## src/rtl/qam_serial_demod.sv

```systemverilog
// Bit-serial QAM receiver: deframes LSB-first 8-bit samples, correlates against a 4-phase I/Q carrier, slices 2-bit symbols.
// Define QAM_RX_ERR_COUNT_EN to build the saturating framing-error counter; otherwise error_count is tied to zero.
module qam_serial_demod #(
    parameter int SYM_SAMPLES = 8,
    parameter int ACC_W       = 8 + $clog2(SYM_SAMPLES) + 1
) (
    input  logic       clk,
    input  logic       rst,
    input  logic       data_bit_in,
    input  logic       data_in_complete_bit,
    output logic [7:0] sample_out,
    output logic       sample_valid,
    output logic [1:0] data_out,
    output logic       data_valid,
    output logic       frame_error,
    output logic [7:0] error_count
);

    localparam int SYM_W = $clog2(SYM_SAMPLES);
    localparam logic [SYM_W-1:0] SYM_LAST = SYM_W'(SYM_SAMPLES - 1);

    typedef enum logic {
        HUNT = 1'b0,
        SYNC = 1'b1
    } state_t;

    state_t state_q, state_d;

    logic [2:0] bit_cnt_q, bit_cnt_d;
    logic [7:0] shreg_q, shreg_d;
    logic [7:0] sample_out_q, sample_out_d;
    logic       sample_valid_q, sample_valid_d;
    logic       frame_error_q, frame_error_d;

    logic             sample_accept;
    logic             frame_err;

    logic signed [ACC_W-1:0] acc_i_q, acc_i_d;
    logic signed [ACC_W-1:0] acc_q_q, acc_q_d;
    logic signed [ACC_W-1:0] acc_i_sum, acc_q_sum;
    logic signed [ACC_W-1:0] s_ext;
    logic [1:0]              phase_q, phase_d;
    logic [SYM_W-1:0]        sym_cnt_q, sym_cnt_d;
    logic [1:0]              data_out_q, data_out_d;
    logic                    data_valid_q, data_valid_d;

    // ---------------- deframer FSM: state register ----------------
    always_ff @(posedge clk or posedge rst) begin
        if (rst) begin
            state_q <= HUNT;
        end else begin
            state_q <= state_d;
        end
    end

    // ---------------- deframer FSM: next state ----------------
    always_comb begin
        state_d = state_q;
        case (state_q)
            HUNT: if (data_in_complete_bit) state_d = SYNC;
            SYNC: if (bit_cnt_q == 3'd7 && !data_in_complete_bit) state_d = HUNT;
            default: state_d = HUNT;
        endcase
    end

    // ---------------- deframer FSM: outputs / bit assembly ----------------
    always_comb begin
        bit_cnt_d     = bit_cnt_q;
        shreg_d       = shreg_q;
        sample_accept = 1'b0;
        frame_err     = 1'b0;
        if (state_q == SYNC) begin
            shreg_d[bit_cnt_q] = data_bit_in;
            if (bit_cnt_q == 3'd7) begin
                bit_cnt_d = 3'd0;
                if (data_in_complete_bit) begin
                    sample_accept = 1'b1;
                end else begin
                    frame_err = 1'b1;
                end
            end else if (data_in_complete_bit) begin
                // Early marker: drop the partial byte and realign on the next bit.
                frame_err = 1'b1;
                bit_cnt_d = 3'd0;
            end else begin
                bit_cnt_d = bit_cnt_q + 3'd1;
            end
        end else begin
            bit_cnt_d = 3'd0;
        end

        sample_out_d   = sample_accept ? shreg_d : sample_out_q;
        sample_valid_d = sample_accept;
        frame_error_d  = frame_err;
    end

    // ---------------- correlator and slicer ----------------
    always_comb begin
        s_ext     = {{(ACC_W-8){sample_out_q[7]}}, sample_out_q};
        acc_i_sum = acc_i_q;
        acc_q_sum = acc_q_q;
        case (phase_q)
            2'd0:    acc_i_sum = acc_i_q + s_ext;
            2'd1:    acc_q_sum = acc_q_q + s_ext;
            2'd2:    acc_i_sum = acc_i_q - s_ext;
            default: acc_q_sum = acc_q_q - s_ext;
        endcase
    end

    // The registered sample feeds the correlator one edge after acceptance,
    // which puts data_valid one cycle behind the symbol's last sample_valid.
    always_comb begin
        acc_i_d      = acc_i_q;
        acc_q_d      = acc_q_q;
        phase_d      = phase_q;
        sym_cnt_d    = sym_cnt_q;
        data_out_d   = data_out_q;
        data_valid_d = 1'b0;
        if (frame_err) begin
            acc_i_d   = '0;
            acc_q_d   = '0;
            phase_d   = 2'd0;
            sym_cnt_d = '0;
        end else if (sample_valid_q) begin
            if (sym_cnt_q == SYM_LAST) begin
                data_out_d   = {acc_i_sum[ACC_W-1], acc_q_sum[ACC_W-1]};
                data_valid_d = 1'b1;
                acc_i_d      = '0;
                acc_q_d      = '0;
                phase_d      = 2'd0;
                sym_cnt_d    = '0;
            end else begin
                acc_i_d   = acc_i_sum;
                acc_q_d   = acc_q_sum;
                phase_d   = phase_q + 2'd1;
                sym_cnt_d = sym_cnt_q + SYM_W'(1);
            end
        end
    end

    always_ff @(posedge clk or posedge rst) begin
        if (rst) begin
            bit_cnt_q      <= 3'd0;
            shreg_q        <= 8'd0;
            sample_out_q   <= 8'd0;
            sample_valid_q <= 1'b0;
            frame_error_q  <= 1'b0;
            acc_i_q        <= '0;
            acc_q_q        <= '0;
            phase_q        <= 2'd0;
            sym_cnt_q      <= '0;
            data_out_q     <= 2'd0;
            data_valid_q   <= 1'b0;
        end else begin
            bit_cnt_q      <= bit_cnt_d;
            shreg_q        <= shreg_d;
            sample_out_q   <= sample_out_d;
            sample_valid_q <= sample_valid_d;
            frame_error_q  <= frame_error_d;
            acc_i_q        <= acc_i_d;
            acc_q_q        <= acc_q_d;
            phase_q        <= phase_d;
            sym_cnt_q      <= sym_cnt_d;
            data_out_q     <= data_out_d;
            data_valid_q   <= data_valid_d;
        end
    end

    // ---------------- framing-error counter ----------------
`ifdef QAM_RX_ERR_COUNT_EN
    logic [7:0] err_cnt_q, err_cnt_d;

    always_comb begin
        err_cnt_d = err_cnt_q;
        if (frame_err && err_cnt_q != 8'hFF) begin
            err_cnt_d = err_cnt_q + 8'd1;
        end
    end

    always_ff @(posedge clk or posedge rst) begin
        if (rst) begin
            err_cnt_q <= 8'd0;
        end else begin
            err_cnt_q <= err_cnt_d;
        end
    end

    assign error_count = err_cnt_q;
`else
    assign error_count = 8'd0;
`endif

    assign sample_out   = sample_out_q;
    assign sample_valid = sample_valid_q;
    assign data_out     = data_out_q;
    assign data_valid   = data_valid_q;
    assign frame_error  = frame_error_q;

endmodule

```

## config.mk

```make
export PLATFORM = sky130hd
export DESIGN_NAME = qam_serial_demod
export DESIGN_NICKNAME = d
export VERILOG_FILES = /design/src/rtl/qam_serial_demod.sv
export SDC_FILE = /design/constraint.sdc
export NUM_CORES = 1
export LEC_CHECK = 0
export CAP_MARGIN = 10
export CORE_MARGIN = 2
export CORE_UTILIZATION = 30
export CTS_CLUSTER_DIAMETER = 50
export DETAILED_ROUTE_END_ITERATION = 16
export GPL_TIMING_DRIVEN = 0
export SLEW_MARGIN = 30
export SYNTH_ARGS = -nofsm -noshare
export SYNTH_HDL_FRONTEND = slang
export SYNTH_SLANG_ARGS = --single-unit
```

## constraint.sdc

```tcl
create_clock -name clk -period 9.94 [get_ports clk]
set_input_delay 1.491 -clock clk [delete_from_list [all_inputs] [get_ports clk]]
set_output_delay 1.491 -clock clk [all_outputs]
set_load 0.1 [all_outputs]
```

# [Yosys cells after proc, flatten, opt, wreduce, memory -nomap -nowiden]
# Cells that the tools add are included.
# Widths: inputs -> output; s select.
[op_classes] n_addsub=7 eq_ne=5 n_reduce_logical=10 n_lt_le_gt_ge=2 n_bitwise=2 mux=32
[op_table] operator="$mux 12" n=6
[op_table] operator="$pmux 12 s2" n=2
[op_table] operator="$add 12x8->12" n=2
[op_table] operator="$sub 12x8->12" n=2
[op_table] operator="$mux 3" n=6
[op_table] operator="$mux 1" n=11
[op_table] operator="$bwmux 8" n=1
[op_table] operator="$mux 8" n=1
[op_table] operator="$add 3x1->3 const B" n=2
[op_table] operator="$eq 3x3->1 const B" n=2
[op_table] operator="$mux 2" n=3
[op_table] operator="$lt 3x4->1 const B" n=1
[op_table] operator="$reduce_and 2->1" n=2
[op_table] operator="$reduce_bool 4->1" n=1
[op_table] operator="$demux 1 s3" n=1
[op_table] operator="$ge 3x1->1 const B" n=1
[op_table] operator="$ne 3x1->1 const B" n=1
[op_table] operator="$reduce_and 3->1" n=1
[op_table] operator="$add 2x1->2 const B" n=1
[op_table] operator="$eq 2x1->1 const B" n=1
[op_table] operator="$eq 2x2->1 const B" n=1
[op_table] operator="$logic_and 1x1->1" n=2
[op_table] operator="$logic_not 2->1" n=1
[op_table] operator="$not 1->1" n=2
[op_table] operator="other kinds (4)" n=4
[word_totals] out_inout_bits=21 ff_bits=54

# [Logic depth before layout (Yosys ltp)]
[logic_depth] ltp_word=6 depth_mapped=15

# [Worst setup path after synthesis]
# Ideal clock, no wire load.
[synth_path] kind="reg2reg" startpoint="register sample_out_q[0], in the netlist sample_out[0]" endpoint="register acc_i_q[11]" synth_period_minus_slack_ns=3.807 setup_slack_ns=6.133 stages_incl_launch_ff=15 n_path_buf=0 arrival_ns=3.687 cell_sequence="dfrtp_1 > inv_1 > ha_1 > nand2b_1 > nor4_1 > nor2_1 > xnor2_1 > ha_1 > a211oi_2 > nor2_1 > o311a_4 > o31a_1 > o211a_1 > or3_1 > and3_1"
[synth_via] elab_chain_len=5
[synth_lines] element="start, declared" line_no="31" source="logic [7:0] sample_out_q, sample_out_d;"
[synth_lines] element="start signal, assigned" line_no="157" source="sample_out_q <= sample_out_d;"
[synth_lines] element="$sub 12x8->12 or $add 12x8->12 (tied branches)" line_no="105, 103"
[synth_lines] element="$pmux 12 s2 *" line_no="102" source="case (phase_q)"
[synth_lines] element="$mux 12 *" line_no="125" source="if (sym_cnt_q == SYM_LAST) begin"
[synth_lines] element="$mux 12 *" line_no="124" source="end else if (sample_valid_q) begin"
[synth_lines] element="$mux 12 *" line_no="119" source="if (frame_err) begin"
[synth_lines] element="end signal, assigned" line_no="160" source="acc_i_q <= acc_i_d;"
[synth_lines] element="end, declared" line_no="38" source="logic signed [ACC_W-1:0] acc_i_q, acc_i_d;"
# Mark *: on every way between the ends. The rest lies on a longest branch, timed or not. The select of a mux whose other input is x is not followed.
# A chain may end at the register's enable or synchronous reset.

# [Worst setup path after layout]
# Ends and elaborated chain as after synthesis.

==> run_results.csv <==
group,metric,value,unit
status,status,"finished clean",
timing,period_minus_slack,3.76,ns
setup_path,reg2reg_to,"acc_i_q[11]",
yosys,synthArstFlopShare,100,%
clocking,post-cts-setup-buffer-count,0,
min_path,whs_path_depth,2,
flow_run,cap_viol_max_count,0,
setup_path,path_class,"flip-flop to flip-flop",
min_path,holdCritStartpoint,"data_out[0]",
layout,area_growth,14.7,%
setup_path,end_kind,"flip-flop",
clocking,numCtsBuffers,5,
timing,worst_pin_slew,0.970,ns
clocking,cts_num_sinks,54,
setup_path,critical_path_arrival,3.95,ns
placement,port_buffers,16,
setup_path,crit_path_max_fanout,5,
clocking,cts_resized,0,
floorplan,core_area,0.0120,mm²
detailed_routing,drc_errors,0,
yosys,ys_top_cells_by_area,"dfrtp_1 (37%), ha_1 (11%), o21ai_0 (4.5%)",
yosys,synth.most_common_cell,"dfrtp_1",
detailed_routing,antenna_left,0,
grt,overflow,0,
yosys,netlist_area,0.00370,mm²
clocking,h-tree-depth,2,
placement,dp_hpwl,5.89,mm
yosys,yosysTopAreaCell,"dfrtp_1",
floorplan,rows,40,
layout,layout.cells.non_filler,579,
yosys,ys_seq_area_share,36.5,%
layout,nFillCells,1267,
timing,hold_viol_final,0,
power,power-per-cell-area,137,mW/mm²
layout,drive_gt1_share,10.4,%
min_path,hold_class,"flip-flop to flip-flop",
power,peakVddDrop,0.0000683,V
layout,antennaDiodeCount,0,
clocking,clockRootBuffer,"clkbuf_16",
placement,dp_cells,571,
timing,max_freq,266,MHz
placement,place_congestion,0.788,
floorplan,die_x,115,µm
detailed_routing,wire_per_inst,13.5,µm
setup_path,critPathRequiredTime,10.13,ns
yosys,ys_ff_latch,54,
layout,fin_nets,471,
yosys,synth_flop_cell,"dfrtp_1",
clocking,path_clk_slew,0.07,ns
setup_path,r2r_start,"sample_out[0]",
grt,antenna_found_initial,0,
grt,grt_pass1_vias,2776,
grt,grt_max_degree,39,
floorplan,design.die.area,0.0132,mm²
grt,gr-usage-all-layers,12.7,%
detailed_routing,routed_via_density,4.94,
setup_path,reg2reg_depth,14,
floorplan,initial_core_util,30.8,%
timing,clock_skew,0.00839,ns
min_path,hold_end,"data_out[0]",
floorplan,die_h,115,µm
timing,final-setup-viol-count,0,
detailed_routing,first_pass_iters,4,
timing,rsz0062_at_grt,"no",
setup_path,cp-start-kind,"flip-flop",
detailed_routing,drtIter0Drc,120,
clocking,clock_latency,0.30,ns
timing,drv_slew,0,
detailed_routing,routed-via-count,2859,
clocking,postCtsHoldBufs,0,
power,p_leak,2.00,nW
timing,fin_setup_tns,0,ns
clocking,cts_tree,"yes",
yosys,synth.distinct_cells,52,
timing,fin_crit_sh,37.8,%
yosys,syn_avg_cell_area,9.25,µm²
yosys,synth.top_cells.by_count,"dfrtp_1 (54), nand2_1 (41), ha_1 (34)",
yosys,synth_cells,400,
floorplan,num_io_pins,25,
yosys,synth_edf_count,0,
clocking,clock_path_buffers,2,
grt,grt_pass1_wl,13.3,mm
yosys,synth_top_cell_area_share,36.5,%
yosys,synth-warning-count,0,
setup_path,reg2reg_slack,6.18,ns
timing,slew_headroom,35.1,%
detailed_routing,routed_wl,7.80,mm
report_power, final:
part           internal [mW]  total [mW]  switching, mW
registers              0.236       0.246         0.0103
logic                 0.0540       0.155          0.101
clock network          0.100       0.179         0.0792
total                  0.390       0.581          0.191
state kept, by name (all words and copies together) (netlist names):
name,cells
acc_i_q,12
acc_q_q,12
sample_out,8
shreg_q,8
bit_cnt_q,3
sym_cnt_q,3
data_out,2
phase_q,2
data_valid,1
frame_error,1
sample_valid,1
state_q,1
cell usage in the layout, fill, tap and decap left out, types with 10 or more instances in the layout:
| master | count |
|---|---|
| dfrtp_1 | 54 |
| nand2_1 | 41 |
| ha_1 | 34 |
| nor2_1 | 33 |
| o21ai_0 | 33 |
| inv_1 | 22 |
| a21oi_1 | 20 |
| clkdlybuf4s50_1 | 16 |
| mux2_2 | 14 |
| xor2_1 | 13 |
| xnor2_1 | 11 |
| clkbuf_1 | 10 |
kinds of logic after synthesis:
kind of cell	after synthesis	share of synthesized area [%]
xor+xnor	24	5.68
simple gates	131	17.7
flops	54	36.5
compound gates	95	16.8
fa+ha+maj	36	12.6
mux	16	4.80
other cells	1	0.101
buf+inv	43	5.78
worst max-delay path by stage:
stage / slack (ns) / start / endpoint
after floorplan: 6.13 / sample_out[0] / acc_i_q[11]
after global placement: 5.92 / rst / acc_q_q[9]
after detailed placement: 5.94 / data_in_complete_bit / acc_i_q[10]
after CTS: 6.22 / sample_out[0] / acc_i_q[11]
after global routing: 5.98 / sample_out[0] / acc_i_q[11]
final: 6.18 / sample_out[0] / acc_i_q[11]
metrics by stage:
| step | instance area, µm² | hold WS (ns) | util [%] | power [mW] | worst slack (ns) |
|---|---|---|---|---|---|
| after CTS | 4240 | 0.493 | 35.3 | 0.589 | 6.22 |
| after detailed placement | 4090 | 0.478 | 34.1 | 0.406 | 5.94 |
| after global routing | 4240 | 0.508 | 35.3 | 0.614 | 5.98 |
| after floorplan | 3730 | 0.450 | - | 0.372 | 6.13 |
| final | 4240 | 0.487 | 35.3 | 0.581 | 6.18 |
| after global placement | 4070 | 0.469 | 33.9 | 0.402 | 5.92 |
critical path, stage by stage, from the launching register on:
cell      delay (ns)
dfrtp_1         0.45
inv_1           0.11
ha_1            0.19
nand2b_1        0.08
nor4_1          0.39
nor2_1          0.10
xnor2_1         0.28
ha_1            0.36
a211oi_2        0.24
nor2_1          0.09
o311a_4         0.33
o31a_1          0.28
o211a_1         0.24
or3_1           0.34
and3_1          0.16
cell type report:
type	count	area (µm²)	area share (%)
repair buffers	17	180	4.25
multi-input cells	310	2160	51.0
inverters	23	88.8	2.09
plain buffers	20	128	3.01
clock buffers	7	143	3.36
clock inverters	1	5.00	0.118
flip-flops and latches	54	1350	31.8
well taps	147	184	4.33
layer usage:
layer | up-vias | GRT usage (%) | wire length (µm)
met5 | - | 0 | 0
met4 | 0 | 5.22 | 143
met3 | 11 | 2.21 | 254
met2 | 45 | 20.7 | 3620
met1 | 1358 | 16.6 | 3790
li1 | 1445 | - | -
Note: power is estimated with default switching activity, not from simulation.
